[src/rtl/noc_credit_pipeline_link_if.sv]
// ---------------------------------------------------------------------------
// noc_credit_pipeline_link_if
// One direction of a credit-based NoC link: a flit channel flowing from the
// sender to the receiver plus a single-bit credit flowing back.
//
// Signals:
//   data     flit payload               (sender -> receiver)
//   dest     destination field          (sender -> receiver)
//   is_tail  last flit of the packet    (sender -> receiver)
//   send     flit valid, one per cycle  (sender -> receiver)
//   credit   buffer slot freed          (receiver -> sender)
//
// Modports:
//   master   the sending side (drives the flit, consumes the credit)
//   slave    the receiving side (consumes the flit, returns the credit)
// ---------------------------------------------------------------------------
interface noc_credit_pipeline_link_if #(
    parameter int FLIT_WIDTH = 128,
    parameter int DEST_WIDTH = 6
);
    logic [FLIT_WIDTH-1:0] data;
    logic [DEST_WIDTH-1:0] dest;
    logic                  is_tail;
    logic                  send;
    logic                  credit;

    modport master (output data, dest, is_tail, send, input credit);
    modport slave  (input data, dest, is_tail, send, output credit);
endinterface

[src/rtl/noc_credit_pipeline_link.sv]
// ---------------------------------------------------------------------------
// noc_credit_pipeline_link
// Router-to-router link that retimes the forward flit path and the reverse
// credit path by NUM_PIPELINE register stages each, keeps a shadow count of
// the credits held by the upstream sender, and watches the credit and packet
// protocol with sticky error flags. With NUM_PIPELINE=0 both paths are
// wires; the checkers remain registered.
//
// Optional build macro: NOC_LINK_STATS_EN
//   defined   -> saturating flit/tail counters at the link output
//   undefined -> flit_count and pkt_count are tied to zero
//
// Ports:
//   clk_noc               NoC clock
//   rst_n                 asynchronous active-low reset
//   up_if (slave)         flit in from the upstream sender; credit_out back
//   dn_if (master)        flit out to the downstream receiver; credit_in back
//   credit_count          shadow count of credits held by the upstream sender
//   in_packet             a head has been accepted, its tail not yet seen
//   err_credit_underflow  sticky: flit sent while no credit was held
//   err_credit_overflow   sticky: credit returned while count was at maximum
//   err_dest_change       sticky: destination changed inside a packet
//   flit_count            flits forwarded (stats build only)
//   pkt_count             tails forwarded (stats build only)
// ---------------------------------------------------------------------------
module noc_credit_pipeline_link #(
    parameter int FLIT_WIDTH        = 128,
    parameter int DEST_WIDTH        = 6,
    parameter int NUM_PIPELINE      = 2,
    parameter int FLIT_BUFFER_DEPTH = 2,
    parameter int CREDIT_WIDTH      = $clog2(FLIT_BUFFER_DEPTH + 1),
    parameter int STAT_WIDTH        = 32
) (
    input  logic                          clk_noc,
    input  logic                          rst_n,
    noc_credit_pipeline_link_if.slave     up_if,
    noc_credit_pipeline_link_if.master    dn_if,
    output logic [CREDIT_WIDTH-1:0]       credit_count,
    output logic                          in_packet,
    output logic                          err_credit_underflow,
    output logic                          err_credit_overflow,
    output logic                          err_dest_change,
    output logic [STAT_WIDTH-1:0]         flit_count,
    output logic [STAT_WIDTH-1:0]         pkt_count
);

    localparam logic [CREDIT_WIDTH-1:0] MAX_CREDIT = CREDIT_WIDTH'(FLIT_BUFFER_DEPTH);
    localparam logic [CREDIT_WIDTH-1:0] ONE_CREDIT = CREDIT_WIDTH'(1);

    typedef enum logic [0:0] {
        PKT_IDLE = 1'b0,
        PKT_BODY = 1'b1
    } pkt_state_t;

    // -----------------------------------------------------------------------
    // Forward and reverse retiming
    // -----------------------------------------------------------------------
    generate
        if (NUM_PIPELINE == 0) begin : g_wire
            assign dn_if.data    = up_if.data;
            assign dn_if.dest    = up_if.dest;
            assign dn_if.is_tail = up_if.is_tail;
            assign dn_if.send    = up_if.send;
            assign up_if.credit  = dn_if.credit;
        end else begin : g_pipe
            logic [FLIT_WIDTH-1:0]   data_pipe_r [NUM_PIPELINE];
            logic [DEST_WIDTH-1:0]   dest_pipe_r [NUM_PIPELINE];
            logic [NUM_PIPELINE-1:0] tail_pipe_r;
            logic [NUM_PIPELINE-1:0] send_pipe_r;
            logic [NUM_PIPELINE-1:0] credit_pipe_r;

            // Shift flit fields downstream and the credit upstream, one stage per cycle
            always_ff @(posedge clk_noc or negedge rst_n) begin
                if (!rst_n) begin
                    for (int i = 0; i < NUM_PIPELINE; i++) begin
                        data_pipe_r[i] <= '0;
                        dest_pipe_r[i] <= '0;
                    end
                    tail_pipe_r   <= '0;
                    send_pipe_r   <= '0;
                    credit_pipe_r <= '0;
                end else begin
                    data_pipe_r[0]   <= up_if.data;
                    dest_pipe_r[0]   <= up_if.dest;
                    tail_pipe_r[0]   <= up_if.is_tail;
                    send_pipe_r[0]   <= up_if.send;
                    credit_pipe_r[0] <= dn_if.credit;
                    for (int i = 1; i < NUM_PIPELINE; i++) begin
                        data_pipe_r[i]   <= data_pipe_r[i-1];
                        dest_pipe_r[i]   <= dest_pipe_r[i-1];
                        tail_pipe_r[i]   <= tail_pipe_r[i-1];
                        send_pipe_r[i]   <= send_pipe_r[i-1];
                        credit_pipe_r[i] <= credit_pipe_r[i-1];
                    end
                end
            end

            assign dn_if.data    = data_pipe_r[NUM_PIPELINE-1];
            assign dn_if.dest    = dest_pipe_r[NUM_PIPELINE-1];
            assign dn_if.is_tail = tail_pipe_r[NUM_PIPELINE-1];
            assign dn_if.send    = send_pipe_r[NUM_PIPELINE-1];
            assign up_if.credit  = credit_pipe_r[NUM_PIPELINE-1];
        end
    endgenerate

    // -----------------------------------------------------------------------
    // Shadow credit counter, observed at the upstream side of the link:
    // a flit consumes a credit, a returned credit (credit_out) restores one.
    // -----------------------------------------------------------------------
    logic [CREDIT_WIDTH-1:0] credit_count_r;
    logic [CREDIT_WIDTH-1:0] credit_next_s;
    logic                    underflow_s;
    logic                    overflow_s;
    logic                    err_underflow_r;
    logic                    err_overflow_r;

    // Next credit count; out-of-range events hold the count and flag an error
    always_comb begin
        credit_next_s = credit_count_r;
        underflow_s   = 1'b0;
        overflow_s    = 1'b0;
        if (up_if.send && !up_if.credit) begin
            if (credit_count_r == {CREDIT_WIDTH{1'b0}}) begin
                underflow_s = 1'b1;
            end else begin
                credit_next_s = credit_count_r - ONE_CREDIT;
            end
        end else if (up_if.credit && !up_if.send) begin
            if (credit_count_r == MAX_CREDIT) begin
                overflow_s = 1'b1;
            end else begin
                credit_next_s = credit_count_r + ONE_CREDIT;
            end
        end else begin
            credit_next_s = credit_count_r;
        end
    end

    // Credit count register and sticky credit-protocol flags
    always_ff @(posedge clk_noc or negedge rst_n) begin
        if (!rst_n) begin
            credit_count_r  <= MAX_CREDIT;
            err_underflow_r <= 1'b0;
            err_overflow_r  <= 1'b0;
        end else begin
            credit_count_r  <= credit_next_s;
            err_underflow_r <= err_underflow_r | underflow_s;
            err_overflow_r  <= err_overflow_r | overflow_s;
        end
    end

    // -----------------------------------------------------------------------
    // Packet framing checker
    // -----------------------------------------------------------------------
    pkt_state_t              pkt_state_r;
    logic [DEST_WIDTH-1:0]   head_dest_r;
    logic                    in_packet_r;
    logic                    err_dest_change_r;

    // Track head/tail framing and compare body destinations against the head
    always_ff @(posedge clk_noc or negedge rst_n) begin
        if (!rst_n) begin
            pkt_state_r       <= PKT_IDLE;
            head_dest_r       <= '0;
            in_packet_r       <= 1'b0;
            err_dest_change_r <= 1'b0;
        end else begin
            case (pkt_state_r)
                PKT_IDLE: begin
                    // A head that is also a tail is a single-flit packet
                    if (up_if.send && !up_if.is_tail) begin
                        pkt_state_r <= PKT_BODY;
                        head_dest_r <= up_if.dest;
                        in_packet_r <= 1'b1;
                    end
                end
                PKT_BODY: begin
                    if (up_if.send) begin
                        if (up_if.dest != head_dest_r) begin
                            err_dest_change_r <= 1'b1;
                        end
                        if (up_if.is_tail) begin
                            pkt_state_r <= PKT_IDLE;
                            in_packet_r <= 1'b0;
                        end
                    end
                end
                default: begin
                    pkt_state_r <= PKT_IDLE;
                    in_packet_r <= 1'b0;
                end
            endcase
        end
    end

    assign credit_count         = credit_count_r;
    assign in_packet            = in_packet_r;
    assign err_credit_underflow = err_underflow_r;
    assign err_credit_overflow  = err_overflow_r;
    assign err_dest_change      = err_dest_change_r;

    // -----------------------------------------------------------------------
    // Output-side statistics
    // -----------------------------------------------------------------------
`ifdef NOC_LINK_STATS_EN
    logic [STAT_WIDTH-1:0] flit_count_r;
    logic [STAT_WIDTH-1:0] pkt_count_r;

    // Count flits and tails leaving the link, saturating at all-ones
    always_ff @(posedge clk_noc or negedge rst_n) begin
        if (!rst_n) begin
            flit_count_r <= '0;
            pkt_count_r  <= '0;
        end else begin
            if (dn_if.send && (flit_count_r != '1)) begin
                flit_count_r <= flit_count_r + STAT_WIDTH'(1);
            end
            if (dn_if.send && dn_if.is_tail && (pkt_count_r != '1)) begin
                pkt_count_r <= pkt_count_r + STAT_WIDTH'(1);
            end
        end
    end

    assign flit_count = flit_count_r;
    assign pkt_count  = pkt_count_r;
`else
    assign flit_count = '0;
    assign pkt_count  = '0;
`endif

endmodule

[src/flat_wrapper.sv]
// flat-port wrapper written by rule: the top's interface ports become plain ports
module noc_credit_pipeline_link_flat 
#(
    parameter int FLIT_WIDTH        = 128,
    parameter int DEST_WIDTH        = 6,
    parameter int NUM_PIPELINE      = 2,
    parameter int FLIT_BUFFER_DEPTH = 2,
    parameter int CREDIT_WIDTH      = $clog2(FLIT_BUFFER_DEPTH + 1),
    parameter int STAT_WIDTH        = 32
)
  (clk_noc, rst_n, credit_count, in_packet, err_credit_underflow, err_credit_overflow, err_dest_change, flit_count, pkt_count, up_if_data, up_if_dest, up_if_is_tail, up_if_send, up_if_credit, dn_if_data, dn_if_dest, dn_if_is_tail, dn_if_send, dn_if_credit);
  noc_credit_pipeline_link_if #(.FLIT_WIDTH(FLIT_WIDTH), .DEST_WIDTH(DEST_WIDTH)) up_if_i ();
  noc_credit_pipeline_link_if #(.FLIT_WIDTH(FLIT_WIDTH), .DEST_WIDTH(DEST_WIDTH)) dn_if_i ();
  input  logic clk_noc;
  input  logic rst_n;
  output logic [CREDIT_WIDTH-1:0] credit_count;
  output logic in_packet;
  output logic err_credit_underflow;
  output logic err_credit_overflow;
  output logic err_dest_change;
  output logic [STAT_WIDTH-1:0] flit_count;
  output logic [STAT_WIDTH-1:0] pkt_count;
  input wire logic [$bits(up_if_i.data)-1:0] up_if_data;
  input wire logic [$bits(up_if_i.dest)-1:0] up_if_dest;
  input wire logic [$bits(up_if_i.is_tail)-1:0] up_if_is_tail;
  input wire logic [$bits(up_if_i.send)-1:0] up_if_send;
  output wire logic [$bits(up_if_i.credit)-1:0] up_if_credit;
  output wire logic [$bits(dn_if_i.data)-1:0] dn_if_data;
  output wire logic [$bits(dn_if_i.dest)-1:0] dn_if_dest;
  output wire logic [$bits(dn_if_i.is_tail)-1:0] dn_if_is_tail;
  output wire logic [$bits(dn_if_i.send)-1:0] dn_if_send;
  input wire logic [$bits(dn_if_i.credit)-1:0] dn_if_credit;
  assign up_if_i.data = up_if_data;
  assign up_if_i.dest = up_if_dest;
  assign up_if_i.is_tail = up_if_is_tail;
  assign up_if_i.send = up_if_send;
  assign up_if_credit = up_if_i.credit;
  assign dn_if_data = dn_if_i.data;
  assign dn_if_dest = dn_if_i.dest;
  assign dn_if_is_tail = dn_if_i.is_tail;
  assign dn_if_send = dn_if_i.send;
  assign dn_if_i.credit = dn_if_credit;
  noc_credit_pipeline_link #(.FLIT_WIDTH(FLIT_WIDTH), .DEST_WIDTH(DEST_WIDTH), .NUM_PIPELINE(NUM_PIPELINE), .FLIT_BUFFER_DEPTH(FLIT_BUFFER_DEPTH), .CREDIT_WIDTH(CREDIT_WIDTH), .STAT_WIDTH(STAT_WIDTH)) u_core (.clk_noc(clk_noc), .rst_n(rst_n), .up_if(up_if_i), .dn_if(dn_if_i), .credit_count(credit_count), .in_packet(in_packet), .err_credit_underflow(err_credit_underflow), .err_credit_overflow(err_credit_overflow), .err_dest_change(err_dest_change), .flit_count(flit_count), .pkt_count(pkt_count));
endmodule
[config.mk]
export PLATFORM = sky130hd
export DESIGN_NAME = noc_credit_pipeline_link_flat
export DESIGN_NICKNAME = d
export VERILOG_FILES = /design/src/rtl/noc_credit_pipeline_link_if.sv /design/src/rtl/noc_credit_pipeline_link.sv /design/src/flat_wrapper.sv
export SDC_FILE = /design/constraint.sdc
export NUM_CORES = 1
export LEC_CHECK = 0
export CORE_MARGIN = 2
export CORE_UTILIZATION = 43
export CTS_CLUSTER_SIZE = 25
export DETAILED_ROUTE_END_ITERATION = 10
export HOLD_SLACK_MARGIN = 0.06
export PLACE_DENSITY = 0.79
export SLEW_MARGIN = 20
export SYNTH_ARGS = -nofsm -noshare
export SYNTH_HDL_FRONTEND = slang
export SYNTH_SLANG_ARGS = --single-unit
[constraint.sdc]
create_clock -name clk_noc -period 1.4 [get_ports clk_noc]
set_input_delay 0.28 -clock clk_noc [delete_from_list [all_inputs] [get_ports clk_noc]]
set_output_delay 0.28 -clock clk_noc [all_outputs]
set_load 0.05 [all_outputs]
---- Word-level counts from Yosys, hierarchy flattened ----
Cells that the tools add are included.
storage, ports and cells
  bits of input ports ..................... 139
  register bits after elaboration ......... 287
cells by class
  reduce and logical (&&, ||, !) cells .... 12
  muxes and demuxes ....................... 17
  $add $sub $neg .......................... 2
  eq/ne operators ......................... 7
  bitwise gates (word level) .............. 3
operators by type and width
  operator                                                             number
  1-bit 2-to-1 mux                                                     11
  3-bit AND reduction                                                  3
  2-bit 2-to-1 mux                                                     4
  2-bit != test (second input constant)                                3
  6-bit != test                                                        1
  2-bit by 1-bit != test with 1-bit output (second input constant)     2
  1-bit case mux with 2 select lines                                   2
  1-bit logical AND                                                    3
  1-bit zero test                                                      3
  2-bit by 1-bit adder with 2-bit output (second input constant)       1
  2-bit equality test (second input constant)                          1
  2-bit zero test                                                      1
  1-bit bitwise OR                                                     2
  2-bit AND reduction                                                  1
  2-bit nonzero test                                                   1
  2-bit by 1-bit subtractor with 2-bit output (second input constant)  1
  1-bit inverter                                                       1

---- Longest topological paths before layout ----
  depth after elaboration ................. 5
  depth in mapped cells ................... 4

---- Least setup slack after synthesis ----
No wires, ideal clock.
  path type ............................... reg2reg
  start point ............................. register u_core.g_pipe.credit_pipe_r[1]
  end point ............................... register u_core.credit_count_r[1], in the netlist u_core.credit_count[1]
  cell stages (with the launch flop) ...... 4
  slack ................................... 0.126 ns
  path buffers ............................ 0
  required time ........................... 1.327 ns
  data arrival time ....................... 1.201 ns
  path through ............................ dfrtp_1 nand2_1 mux2_2 a21oi_1
on the way
  longest elaborated chain between the ends .. 4
  elaborated cells between the ends (all ways) .. 8
  those cells by class .................... eq/ne (2); mux (1); reduce/logical (5)
ends and longest elaborated chain
  what                                                    line                             source
  from (decl)                                             noc_credit_pipeline_link.sv:70   logic [NUM_PIPELINE-1:0] credit_pipe_r;
  from (signal, indexed assignment)                       noc_credit_pipeline_link.sv:93   credit_pipe_r[i] <= credit_pipe_r[i-1];
  1-bit zero test                                         noc_credit_pipeline_link.sv:122  if (up_if.send && !up_if.credit) begin
  1-bit logical AND                                       noc_credit_pipeline_link.sv:122
  2-bit != test (no source line) (tied with other cells)  --
  3-bit AND reduction (no source line)                    --
  to (signal assigned)                                    noc_credit_pipeline_link.sv:146  credit_count_r <= credit_next_s;
  to (decl)                                               noc_credit_pipeline_link.sv:110  logic [CREDIT_WIDTH-1:0] credit_count_r;
Parallel ways exist; a longest one is shown, timed or not.
A chain may end at the register's enable or synchronous reset.

---- Worst setup path in the final report ----
  start point ............................. register u_core.credit_count_r[1], in the netlist u_core.credit_count[1]
  end point ............................... output credit_count[1]
RTL lines
  what       line                source
  to (decl)  flat_wrapper.sv:16  output logic [CREDIT_WIDTH-1:0] credit_count;
No word-level cell between the ends.

==> impl_results.md <==
* Setup violators final at 1
* Commonest cells post-synth: 286 x dfrtp_1, 198 x buf_4, 7 x mux2_2
* Worst path max stage delay at 570 ps
* Gr usage total at 15.4%
* Startpoint Class: flop
* Layout net count at 861
* Area leader, netlist: dfrtp_1
* Seq cells post-synth at 287
* Total power at 19.5 mW
* Layout cells sized above 1 at 29.6%
* Leak at 6.13 nW
* Hold crit path type: input pin to flop
* Die W at 148 um
* CTS tree: done
* Achievable Freq at 663 MHz
* WP data arrival at 1230 ps
* CTS Buf Count at 28
* Total core area at 20400 um2
* Clock skew at 13.0 ps
* DRT Pass-1 Iters at 4
* Vias in the first global route at 4412
* Antenna Violating Nets Remaining at 0
* Async SR Flop Fraction at 100%
* Fillers at 1344
* Mapped Cells at 525
* Top post-synthesis cells by area: dfrtp_1 80%, buf_4 17%, mux2_2 0.88%, xor2_1 0.59%, dfstp_2 0.29%
* PnR worst setup slack at -108 ps
* Fin Setup TNS at -108 ps
* Routed vias at 4014
* Port Buf Inserts at 281
* Critical path class: flop to output port
* Clock Latency Late Sink at 530 ps
* Initial drt markers at 133
* Non-Filler Instances at 1012
* Run status: finished, violations left
* RSZ-0062 raised after global routing: yes
* H-tree lvl count at 1
* Netlist cell types at 20
* Final Hold Vio Count at 0
* Post-Route Utilization at 66.1%
* Vias per cell at 3.97
* Initial antenna violation count at 2
* ANT cells at 0
* Register area share after synthesis at 80.1%
* Starting density of the core at 44.0%
* Die height at 148 um
* DR WL/cell at 16.3 um
* Final Slew Violations at 0
* Worst Path Max Fanout at 2
* GRT overflow at 0
* Number of synthesized flops with an enable pin at 0
* Synth Cell Area at 8960 um2
* Total cell area at the placement stage at 12500 um2
* Yosys warns at 0
* Clock Pin Slew Worst Setup and Hold Paths at 60 ps
* Max cap viols at 0
* Main synth FF type: dfrtp_1
* Clock buffer depth at 3
* Power per standard cell area at 1450 nW/um2
* Final min period at 1510 ps
* Req. time, crit path at 1120 ps
* Placed instance count at 954
* Die ar. at 22000 um2
* Routability Congestion at 0.735
* Critical path, cell by cell: buf_12
* Finished layout cell area at 13500 um2
* Fin crit share at 108%
* Area grow syn2layout at 50.3%
* Family with the most delay on the worst path: flip-flops
* Failing checks: negative setup slack
* Ports at 346
* First-pass GRT wire length at 25700 um
* Synth top area share at 79.9%
* DRC at 0
* Worst Setup End Kind: output port
* DP HPWL at 12600 um
* Row count at 52
* Syn Area/Cell at 17.1 um2
* Critical-path top delay cell: dfstp_2
* Sink Count at 287
* Maximum vdd drop at 1.03 mV
* CP bufs+invs at 1
* Root buffer cell: clkbuf_16
* Final WL at 16500 um
* Most common cell in the netlist: dfrtp_1
* Largest net degree at the start of global routing at 68
## worst paths after layout
path / start / endpoint / cells past startpoint / slack, ps
worst max-delay path: u_core.credit_count[1] / credit_count[1] / 1 / -110
worst min-delay path: up_if_data[48] / u_core.g_pipe.data_pipe_r[176] / 1 / 190
worst max register to register: flop / u_core.head_dest_r[1] / 2 / 90
worst min register to register: u_core.g_pipe.data_pipe_r[159] / u_core.dn_if.data[31] / 0 / 340
max in group asynchronous: rst_n / u_core.g_pipe.data_pipe_r[237] / 3 / 520
min in group asynchronous: rst_n / u_core.dn_if.data[23] / 2 / 210
## what timing repair did
item                                    in CTS  in global routing
hold buffers                                 1                  0
pin swaps                                    0                  0
gates resized for setup                      2                  0
endpoints found under the setup margin      12                 61
hold endpoints to repair                   242                  0
buffers inserted                             6                  1
## registers in the layout, indices dropped and copies added (netlist names), named ones only
| signal | cells |
|---|---|
| u_core.credit_count | 2 |
| u_core.dn_if.data | 128 |
| u_core.dn_if.dest | 6 |
| u_core.err_credit_overflow | 1 |
| u_core.err_credit_underflow | 1 |
| u_core.err_dest_change | 1 |
| u_core.g_pipe.credit_pipe_r | 2 |
| u_core.g_pipe.data_pipe_r | 128 |
| u_core.g_pipe.dest_pipe_r | 6 |
| u_core.g_pipe.send_pipe_r | 2 |
| u_core.g_pipe.tail_pipe_r | 2 |
| u_core.head_dest_r | 6 |
| u_core.in_packet | 1 |
## cell type report
type | count | area, um2 | share of cell area [%]
sequential | 287 | 7190 | 53.4
multi-input combinational | 99 | 507 | 3.76
timing repair buffer | 303 | 4490 | 33.4
inverter | 3 | 11.3 | 0.0836
clock inverter | 9 | 124 | 0.920
tap | 270 | 338 | 2.51
clock buffer | 41 | 811 | 6.02
## report_power, final
group	internal [mW]	leakage, nW	switching, mW
Clock	4.55	0.462	2.88
Combinational	1.38	2.33	1.66
Sequential	8.78	3.33	0.296
Total	14.7	6.13	4.83
## layout by cell type (no fill, tap or decap), drive strengths merged, types with 3 or more instances in the layout
| cell | instances |
|---|---|
| conb | 64 |
| buf | 165 |
| nand2 | 4 |
| bufinv | 3 |
| inv | 4 |
| mux2 | 7 |
| xor2 | 6 |
| a21oi | 4 |
| dfrtp | 286 |
| clkdlybuf4s50 | 137 |
| clkinv | 5 |
| clkbuf | 41 |
## routing by layer
layer,global-route usage (%),part of all wire (%),wire (um)
met1,17.0,32,5200
met2,26.4,54,8880
met3,7.79,13,2100
met4,4.19,1.7,272
met5,0,0.15,24
## metrics by stage
| step | setup WS, ps | hold slack [ps] |
|---|---|---|
| floorplan | 126 | -15.6 |
| global placement | -251 | 173 |
| detailed placement | -289 | 171 |
| CTS | -117 | 160 |
| global route | -141 | 157 |
| finish | -108 | 185 |
## kinds of logic after synthesis
family                 synth area share [%]
flip-flops                             80.1
buffers and inverters                  16.8
AND/OR/NAND/NOR                       0.824
AO/OA/AOI/OAI                         0.684
multiplexers                          0.880
XOR/XNOR                              0.586
other                                0.0418
No activity file was read; power rests on OpenSTA's default activity.
